[src/rtl/mem_defs.sv]
`default_nettype none
// ============================================================================
//  Module      : mem_defs (package)
//  Description : Shared access-type encoding, IO window base and controller
//                state encoding for the byte-serial memory controller.
//  Revision    : 1.0 - initial release
// ============================================================================
package mem_defs;

    localparam int MC_STORE    = 3;
    localparam int MC_UNSIGNED = 2;

    localparam logic [1:0] MC_BYTE = 2'b00;
    localparam logic [1:0] MC_HALF = 2'b01;
    localparam logic [1:0] MC_WORD = 2'b10;

    localparam logic [3:0]  MC_TYPE_FETCH   = {2'b00, MC_WORD};
    localparam logic [31:0] IO_BASE_DEFAULT = 32'h0003_0000;

    typedef enum logic [1:0] {
        S_IDLE  = 2'd0,
        S_READ  = 2'd1,
        S_WRITE = 2'd2,
        S_DONE  = 2'd3
    } mc_state_e;

    // Width code 11 is illegal and is serviced as a full word.
    function automatic logic [2:0] mc_nbytes(input logic [3:0] mc_type);
        case (mc_type[1:0])
            MC_BYTE: return 3'd1;
            MC_HALF: return 3'd2;
            default: return 3'd4;
        endcase
    endfunction

endpackage
`default_nettype wire

[src/rtl/load_extend.sv]
`default_nettype none
// ============================================================================
//  Module      : load_extend
//  Description : Sign/zero-extends assembled load data by access width.
//  Revision    : 1.0 - initial release
// ============================================================================
module load_extend
    import mem_defs::*;
(
    input  logic [31:0] raw_i,
    input  logic [3:0]  type_i,
    output logic [31:0] result_o
);

    logic sext;

    always_comb begin
        sext = ~type_i[MC_UNSIGNED];
        case (type_i[1:0])
            MC_BYTE: result_o = {{24{sext & raw_i[7]}},  raw_i[7:0]};
            MC_HALF: result_o = {{16{sext & raw_i[15]}}, raw_i[15:0]};
            default: result_o = raw_i;
        endcase
    end

endmodule
`default_nettype wire

[src/rtl/memory_controller.sv]
`default_nettype none
// ============================================================================
//  Module      : memory_controller
//  Description : Arbitrates fetch and LSB requests onto a byte-wide RAM/IO
//                bus, serialising multi-byte accesses one byte per cycle.
//  Revision    : 1.0 - initial release
// ============================================================================
module memory_controller
    import mem_defs::*;
#(
    parameter logic [31:0] IO_BASE = IO_BASE_DEFAULT
)
(
    input  logic        clk_in,
    input  logic        rst_in,
    input  logic        rdy_in,
    input  logic        flush,
    input  logic        if_en,
    input  logic [31:0] if_addr,
    output logic        if_rdy,
    output logic [31:0] if_data,
    input  logic        mc_en,
    input  logic [31:0] mc_addr,
    input  logic [3:0]  mc_type,
    input  logic [31:0] mc_write_data,
    output logic        mc_rdy,
    output logic [31:0] mc_read_data,
    input  logic [7:0]  mem_din,
    output logic [7:0]  mem_dout,
    output logic [31:0] mem_a,
    output logic        mem_wr,
    input  logic        io_buffer_full
);

    mc_state_e   state_q, state_d;
    logic [31:0] addr_q, addr_d;
    logic [3:0]  type_q, type_d;
    logic [31:0] wdata_q, wdata_d;
    logic        fetch_q, fetch_d;
    logic [2:0]  cnt_q, cnt_d;
    logic [31:0] raw_q, raw_d;
    logic [31:0] if_data_q, if_data_d;
    logic [31:0] mc_data_q, mc_data_d;
    logic [31:0] mem_a_q;
    logic [7:0]  dout_q;

    logic [2:0]  nbytes;
    logic [2:0]  idx;
    logic [31:0] cur_a;
    logic [7:0]  cur_byte;
    logic        io_stall;
    logic        busy;
    logic [31:0] ext_data;

    load_extend u_load_extend (
        .raw_i    (raw_d),
        .type_i   (type_q),
        .result_o (ext_data)
    );

    // In the final READ cycle only a capture happens; keep the last address on the bus.
    always_comb begin
        nbytes = mc_nbytes(type_q);
        busy   = (state_q == S_READ) || (state_q == S_WRITE);
        if ((state_q == S_READ) && (cnt_q == nbytes)) begin
            idx = nbytes - 3'd1;
        end else begin
            idx = cnt_q;
        end
        cur_a = addr_q + {29'd0, idx};
        case (idx[1:0])
            2'd0:    cur_byte = wdata_q[7:0];
            2'd1:    cur_byte = wdata_q[15:8];
            2'd2:    cur_byte = wdata_q[23:16];
            default: cur_byte = wdata_q[31:24];
        endcase
        io_stall = io_buffer_full && (cur_a >= IO_BASE);
    end

    assign mem_a        = busy ? cur_a : mem_a_q;
    assign mem_dout     = (state_q == S_WRITE) ? cur_byte : dout_q;
    assign mem_wr       = rdy_in && (state_q == S_WRITE) && !io_stall;
    assign if_data      = if_data_q;
    assign mc_read_data = mc_data_q;
    assign if_rdy       = rdy_in && (state_q == S_DONE) && fetch_q && !flush;
    assign mc_rdy       = rdy_in && (state_q == S_DONE) && !fetch_q
                          && !(flush && !type_q[MC_STORE]);

    always_comb begin
        state_d   = state_q;
        addr_d    = addr_q;
        type_d    = type_q;
        wdata_d   = wdata_q;
        fetch_d   = fetch_q;
        cnt_d     = cnt_q;
        raw_d     = raw_q;
        if_data_d = if_data_q;
        mc_data_d = mc_data_q;

        if (state_q == S_READ) begin
            case (cnt_q)
                3'd1:    raw_d[7:0]   = mem_din;
                3'd2:    raw_d[15:8]  = mem_din;
                3'd3:    raw_d[23:16] = mem_din;
                3'd4:    raw_d[31:24] = mem_din;
                default: raw_d        = raw_q;
            endcase
        end

        case (state_q)
            S_IDLE: begin
                // Stores are committed, so a flush cannot refuse them.
                if (mc_en && (!flush || mc_type[MC_STORE])) begin
                    addr_d  = mc_addr;
                    type_d  = mc_type;
                    wdata_d = mc_write_data;
                    fetch_d = 1'b0;
                    cnt_d   = 3'd0;
                    raw_d   = 32'd0;
                    state_d = mc_type[MC_STORE] ? S_WRITE : S_READ;
                end else if (if_en && !flush) begin
                    addr_d  = if_addr;
                    type_d  = MC_TYPE_FETCH;
                    fetch_d = 1'b1;
                    cnt_d   = 3'd0;
                    raw_d   = 32'd0;
                    state_d = S_READ;
                end
            end
            S_READ: begin
                if (flush) begin
                    state_d = S_IDLE;
                end else if (cnt_q == nbytes) begin
                    state_d = S_DONE;
                    if (fetch_q) begin
                        if_data_d = raw_d;
                    end else begin
                        mc_data_d = ext_data;
                    end
                end else begin
                    cnt_d = cnt_q + 3'd1;
                end
            end
            S_WRITE: begin
                if (!io_stall) begin
                    if (cnt_q == nbytes - 3'd1) begin
                        state_d = S_DONE;
                    end else begin
                        cnt_d = cnt_q + 3'd1;
                    end
                end
            end
            default: begin
                state_d = S_IDLE;
            end
        endcase
    end

    always_ff @(posedge clk_in or negedge rst_in) begin
        if (!rst_in) begin
            state_q   <= S_IDLE;
            addr_q    <= 32'd0;
            type_q    <= 4'd0;
            wdata_q   <= 32'd0;
            fetch_q   <= 1'b0;
            cnt_q     <= 3'd0;
            raw_q     <= 32'd0;
            if_data_q <= 32'd0;
            mc_data_q <= 32'd0;
            mem_a_q   <= 32'd0;
            dout_q    <= 8'd0;
        end else if (rdy_in) begin
            state_q   <= state_d;
            addr_q    <= addr_d;
            type_q    <= type_d;
            wdata_q   <= wdata_d;
            fetch_q   <= fetch_d;
            cnt_q     <= cnt_d;
            raw_q     <= raw_d;
            if_data_q <= if_data_d;
            mc_data_q <= mc_data_d;
            mem_a_q   <= mem_a;
            dout_q    <= mem_dout;
        end
    end

endmodule
`default_nettype wire

[config.mk]
export PLATFORM = sky130hd
export DESIGN_NAME = memory_controller
export DESIGN_NICKNAME = d
export VERILOG_FILES = /design/src/rtl/mem_defs.sv /design/src/rtl/load_extend.sv /design/src/rtl/memory_controller.sv
export SDC_FILE = /design/constraint.sdc
export NUM_CORES = 1
export LEC_CHECK = 0
export BUFFER_PORTS_ARGS = -buffer_cell sky130_fd_sc_hd__clkbuf_2
export CORE_UTILIZATION = 39
export CTS_BUF_LIST = sky130_fd_sc_hd__clkbuf_8
export DETAILED_ROUTE_END_ITERATION = 7
export GPL_ROUTABILITY_DRIVEN = 0
export HOLD_SLACK_MARGIN = 0.12
export PLACE_DENSITY = 0.71
export SLEW_MARGIN = 40
export SYNTH_ARGS = -nofsm -noshare
export SYNTH_HDL_FRONTEND = slang
export SYNTH_SLANG_ARGS = --single-unit
[constraint.sdc]
create_clock -name clk_in -period 5.7 [get_ports clk_in]
set_input_delay 1.14 -clock clk_in [delete_from_list [all_inputs] [get_ports clk_in]]
set_output_delay 1.14 -clock clk_in [all_outputs]
set_load 0.01 [all_outputs]
* Word level (Yosys, flattened, before mapping)
Cells that the tools add are included.
Operators by class: add/sub/neg operators 3, multiplexer cells 35, $lt $le $gt $ge 1, equality and inequality tests 19, reduce and logical (&&, ||, !) cells 30, bitwise logic cells 5
Operators with widths (number):
- $mux 32 | 7
- $pmux 32 s2 | 1
- $mux 8 | 5
- $add 32x3->32 | 1
- $ge 32x18->1 const B | 1
- $pmux 8 s3 | 1
- $mux 3 | 7
- $reduce_and 5->1 | 3
- $mux 2 | 7
- $logic_and 1x1->1 | 12
- $pmux 3 s3 | 1
- $mux 4 | 2
- $ne 2x2->1 const B | 4
- $reduce_and 7->1 | 1
- $eq 2x1->1 const B | 3
- $eq 2x2->1 const B | 3
- $eq 3x2->1 const B | 2
- $eq 3x3->1 | 2
- $logic_not 2->1 | 3
- $pmux 2 s3 | 1
- $pmux 3 s2 | 1
- $reduce_and 3->1 | 2
- $logic_not 1->1 | 5
- $add 3x1->3 const B | 1
- 12 further kinds | 17
Word-level totals: logic and storage cells 104, input bits 115, output and inout bits 107, register bits 210

* Depth between registers and ports, before layout
word-level depth 10, depth in mapped cells 21, gate-level depth less buffers 20

* Hierarchy
Synthesis repeated with hierarchy kept, for this count alone.
Unflattened totals: cell total of the unflattened synthesis 1087, area total of the unflattened synthesis 10675.2 µm²
By module, submodules not included:
- memory_controller | instances 1, seq. area each 5255.0 µm², area an instance 10319.9 µm², cells an instance 1020
- load_extend | instances 1, seq. area each 0.0 µm², area an instance 355.3 µm², cells an instance 67

* Worst setup path after synthesis
Ideal clock, no wire load.
path type register -> output, start register type_q[0], end output port mem_wr, arrival time 4394 ps, required time 4560 ps, path buffers 1, stages on the path, launching flop included 20, path slack 166 ps, cell sequence dfrtp_1 > or2_2 > ha_1 > xnor2_1 > nand2_1 > nor2_1 > and2_1 > buf_2 > mux2i_1 > inv_1 > ha_1 > inv_1 > fa_1 > and2b_1 > o2111a_1 > or4_1 > a21boi_1 > a2111oi_4 > a31oi_1 > nor2_1
Between the ends: cells in the longest elaborated chain, start to end 10, elaborated cells on any way between the ends 12, classes of those cells add/sub (2); order compare (1); eq/ne (2); mux (2); reduce/logical (5)
Ends and longest elaborated chain:
- start, declared | RTL line memory_controller.sv:37 | logic [3:0] type_q, type_d;
- start signal, assigned | RTL line memory_controller.sv:175 | type_q <= type_d;
- $eq 2x1->1 / $logic_not 2->1 (equally long branches) | RTL line mem_defs.sv:29 | case (mc_type[1:0])
- $pmux 3 s2 * | RTL line mem_defs.sv:29
- branches (longest 2 deep; another with $sub 3x1->3)
- $mux 3 * | RTL line memory_controller.sv:65 | if ((state_q == S_READ) && (cnt_q == nbytes)) begin
- $add 32x3->32 * | RTL line memory_controller.sv:70 | cur_a = addr_q + {29'd0, idx};
- $ge 32x18->1 * | RTL line memory_controller.sv:77 | io_stall = io_buffer_full && (cur_a >= IO_BASE);
- $logic_and 1x1->1 * | RTL line memory_controller.sv:77
- $logic_not 1->1 *
- $logic_and 1x1->1 * | RTL line memory_controller.sv:82 | assign mem_wr = rdy_in && (state_q == S_WRITE) && !io_stall;
- end, declared | RTL line memory_controller.sv:31 | output logic mem_wr,
Mark *: on every way between the ends.

* Final worst setup path
Same ends and word-level chain as after synthesis.

==> flow_metrics.tcl <==
set metrics [dict create \
    synth_fp_nets 1228 \
    die_area_um2 28000 \
    row_count 60 \
    clk_latency_ns 0.53 \
    drv_cap 0 \
    path_class "register to primary output" \
    start_util_pct 39.7 \
    n_fill_cell 2500 \
    ys_types 58 \
    outcome "finished, violations left" \
    violations "negative setup slack" \
    port_buffers 221 \
    drtIter0Drc 570 \
    layout.nets 1454 \
    slew_viol_final 0 \
    cts-root-buf "clkbuf_8" \
    seq_area_frac_synth_pct 49.2 \
    regToRegSetupSlack_ns 1.01 \
    layout-drive-gt1-share_pct 32.6 \
    fin_cells 1691 \
    ant_nets 0 \
    setup_viol_count_final 1 \
    clkSinkCount 210 \
    antenna_found_initial 1 \
    grt_usage_pct 20.2 \
    r2r-start "type_q[0]$_DFFE_PN0P_" \
    dp.cells 1617 \
    hold_class "register to register" \
    fin_hold_ws_ns 0.474 \
    numCtsBuffers 37 \
    crit_fanout 4 \
    startpoint_type "register" \
    grt_pass1_wl_um 45600 \
    grt_pass1_vias 8624 \
    fin_crit_sh_pct 100 \
    wire_per_inst_um 16.7 \
    p_per_area_nw_per_um2 553 \
    clk_path_buf_depth 3 \
    skew_ns 0.0276 \
    dp_slack_ns -0.0000613 \
    ys_seq_elements 210 \
    min-delay-start "wdata_q[21]$_DFFE_PN0P_" \
    tritoncts "built" \
    synth_most_common_cell "nand2_1" \
    r2r_end "state_q[1]$_DFFE_PN0P_" \
    hold_end "wdata_q[21]$_DFFE_PN0P_" \
    hold_path_depth 2 \
    worstPathRequired_ns 4.56 \
    synthCells 1097 \
    hpwl_um 19700 \
    wl_um 28200 \
    drt_first_pass_iters 5 \
    synth_edf_count 0 \
    avgSynthCellArea_um2 9.73 \
    tightest_slew_ns 0.685 \
    p_leak_nw 6.39 \
    via_count 8808 \
    clk_pin_slew_ns 0.06 \
    fmax_ghz 0.175 \
    synth_ff_type "dfrtp_1" \
    area_growth_pct 23.0 \
    async_flop_share_pct 100 \
    route.detailed.drc 0 \
    cp.arrival_ns 4.57 \
    grt-ovfl-total 0 \
    yosys_warnings 0 \
    synth_top_area_cell "dfrtp_1" \
    fp.dieH_um 167 \
    via_per_inst 5.21 \
    die_w_um 167 \
    r2r_cells 21 \
    ir_drop_uv 303 \
    core_area_um2 26900 \
    htreeDepth 2 \
    yosysTopAreaCellShare_pct 49.2 \
    fin_crit_ns 5.71 \
    synth.area.top_cells "dfrtp_1 (49%), mux2_2 (8.8%), nand2_1 (7.5%)" \
    grt_max_degree 108 \
    setup_slack_ns -0.0113 \
    hold_violations 0 \
    rsz0062_at_grt "yes" \
    synth_common_cells "nand2_1 (212), dfrtp_1 (210), nor2_1 (123)" \
    endpoint_kind "primary output" \
    hold_buffers 0 \
    num_io_pins 222 \
    relSlewSlack_pct 54.3 \
    netlist_area_um2 10700 \
]
==> stage by stage <==
step / TNS [ns] / power (mW) / instance area (um^2) / utilization (%)
2_1_floorplan: 0 / 4.64 / 10700 / -
3_3_place_gp: 0 / 5.69 / 12200 / 45.2
5_1_grt: -0.158 / 7.79 / 13100 / 48.8
4_1_cts: -0.115 / 7.28 / 13000 / 48.5
6_report: -0.0113 / 7.27 / 13100 / 48.9
3_5_place_dp: -0.0000613 / 5.83 / 12200 / 45.4
==> layer usage <==
layer | up-vias | wire length [um] | global-route usage (%)
met3 | 46 | 1590 | 4.18
met5 | - | 0 | 0
li1 | 4260 | - | -
met1 | 4232 | 12700 | 26.9
met2 | 270 | 13400 | 32.9
met4 | 0 | 524 | 6.26
==> cell type report <==
type,instances,area [um^2],share of cell area (%)
Sequential cell,210,5260,40.0
Multi-Input combinational cell,793,5220,39.7
Timing Repair Buffer,257,1420,10.8
Clock buffer,44,606,4.61
Tap cell,341,427,3.25
Clock inverter,20,114,0.867
Inverter,24,90.1,0.686
Antenna cell,2,5.00,0.0381
==> registers in the layout, indices dropped and copies added (netlist names) <==
name / cells
addr_q: 32
dout_q: 8
mc_read_data: 32
mem_a_q: 32
type_q: 4
fetch_q: 1
wdata_q: 32
cnt_q: 3
raw_q: 32
if_data: 32
state_q: 2
==> layout by cell type (no fill, tap or decap), types with 5 or more instances in the layout <==
cell / synthesis / final
a21oi_1: 62 / 62
a22o_1: 9 / 9
a31oi_1: 37 / 36
and3_1: 6 / 5
buf_4: 0 / 33
clkbuf_2: 0 / 218
clkbuf_8: 0 / 44
dfrtp_1: 210 / 209
ha_1: 15 / 12
inv_1: 24 / 35
mux2_2: 83 / 83
mux2i_1: 31 / 30
mux4_2: 8 / 8
nand2_1: 212 / 212
nand3_1: 19 / 19
nand4_1: 14 / 14
nor2_1: 123 / 121
nor3_1: 10 / 8
o211ai_1: 17 / 17
o21a_1: 18 / 18
o21ai_0: 24 / 24
o31ai_1: 11 / 10
or4_1: 5 / 5
xnor2_1: 18 / 17
xor2_1: 15 / 15
==> power by group <==
| part | total, mW | internal (mW) | switching, mW |
|---|---|---|---|
| clock | 1.37 | 0.744 | 0.622 |
| combinational | 3.29 | 1.47 | 1.82 |
| sequential | 2.61 | 2.12 | 0.499 |
==> what timing repair did <==
item	4_1_cts	5_1_grt
endpoints found under the hold margin	0	0
setup buffers	4	4
resized for setup	19	11
endpoints found under the setup margin	5	2
gates cloned	0	0
pin swaps	10	9
==> worst max-delay path, stage by stage, from the launching register on <==
cell and delay [ns]:
dfrtp_1 0.39, or2_4 0.27, ha_4 0.17, xnor2_2 0.12
nand2_1 0.09, nor2_2 0.14, and2_4 0.19, mux2i_4 0.25
inv_2 0.07, ha_4 0.16, inv_2 0.05, fa_2 0.20
and2b_2 0.24, buf_4 0.14, o2111a_2 0.27, or4_1 0.54
a21boi_2 0.19, a2111oi_4 0.09, a31oi_4 0.26, nor2_1 0.07
buf_2 0.16
==> worst max-delay path by stage <==
stage / start / endpoint / slack (ns) / cells past startpoint
final: type_q[0]$_DFFE_PN0P_ / mem_wr / -0.01 / 20
after global routing: type_q[0]$_DFFE_PN0P_ / mem_wr / -0.16 / 19
after CTS: type_q[0]$_DFFE_PN0P_ / mem_wr / -0.11 / 19
after detailed placement: type_q[0]$_DFFE_PN0P_ / mem_wr / -0.00006 / 19
after global placement: type_q[0]$_DFFE_PN0P_ / mem_wr / 0.15 / 19
after floorplan: type_q[0]$_DFFE_PN0P_ / mem_wr / 0.17 / 19
==> cells by family after synthesis <==
group | Yosys count | share of synthesized area [%]
xor gates and xnor gates | 33 | 2.71
muxes | 124 | 13.6
and+or+nand+nor | 424 | 17.1
adders and majority gates | 16 | 1.95
AOI/OAI and AO/OA | 196 | 12.0
DFF | 210 | 49.2
buffers and inverters | 94 | 3.47
Power figures use the tool's default switching activity.
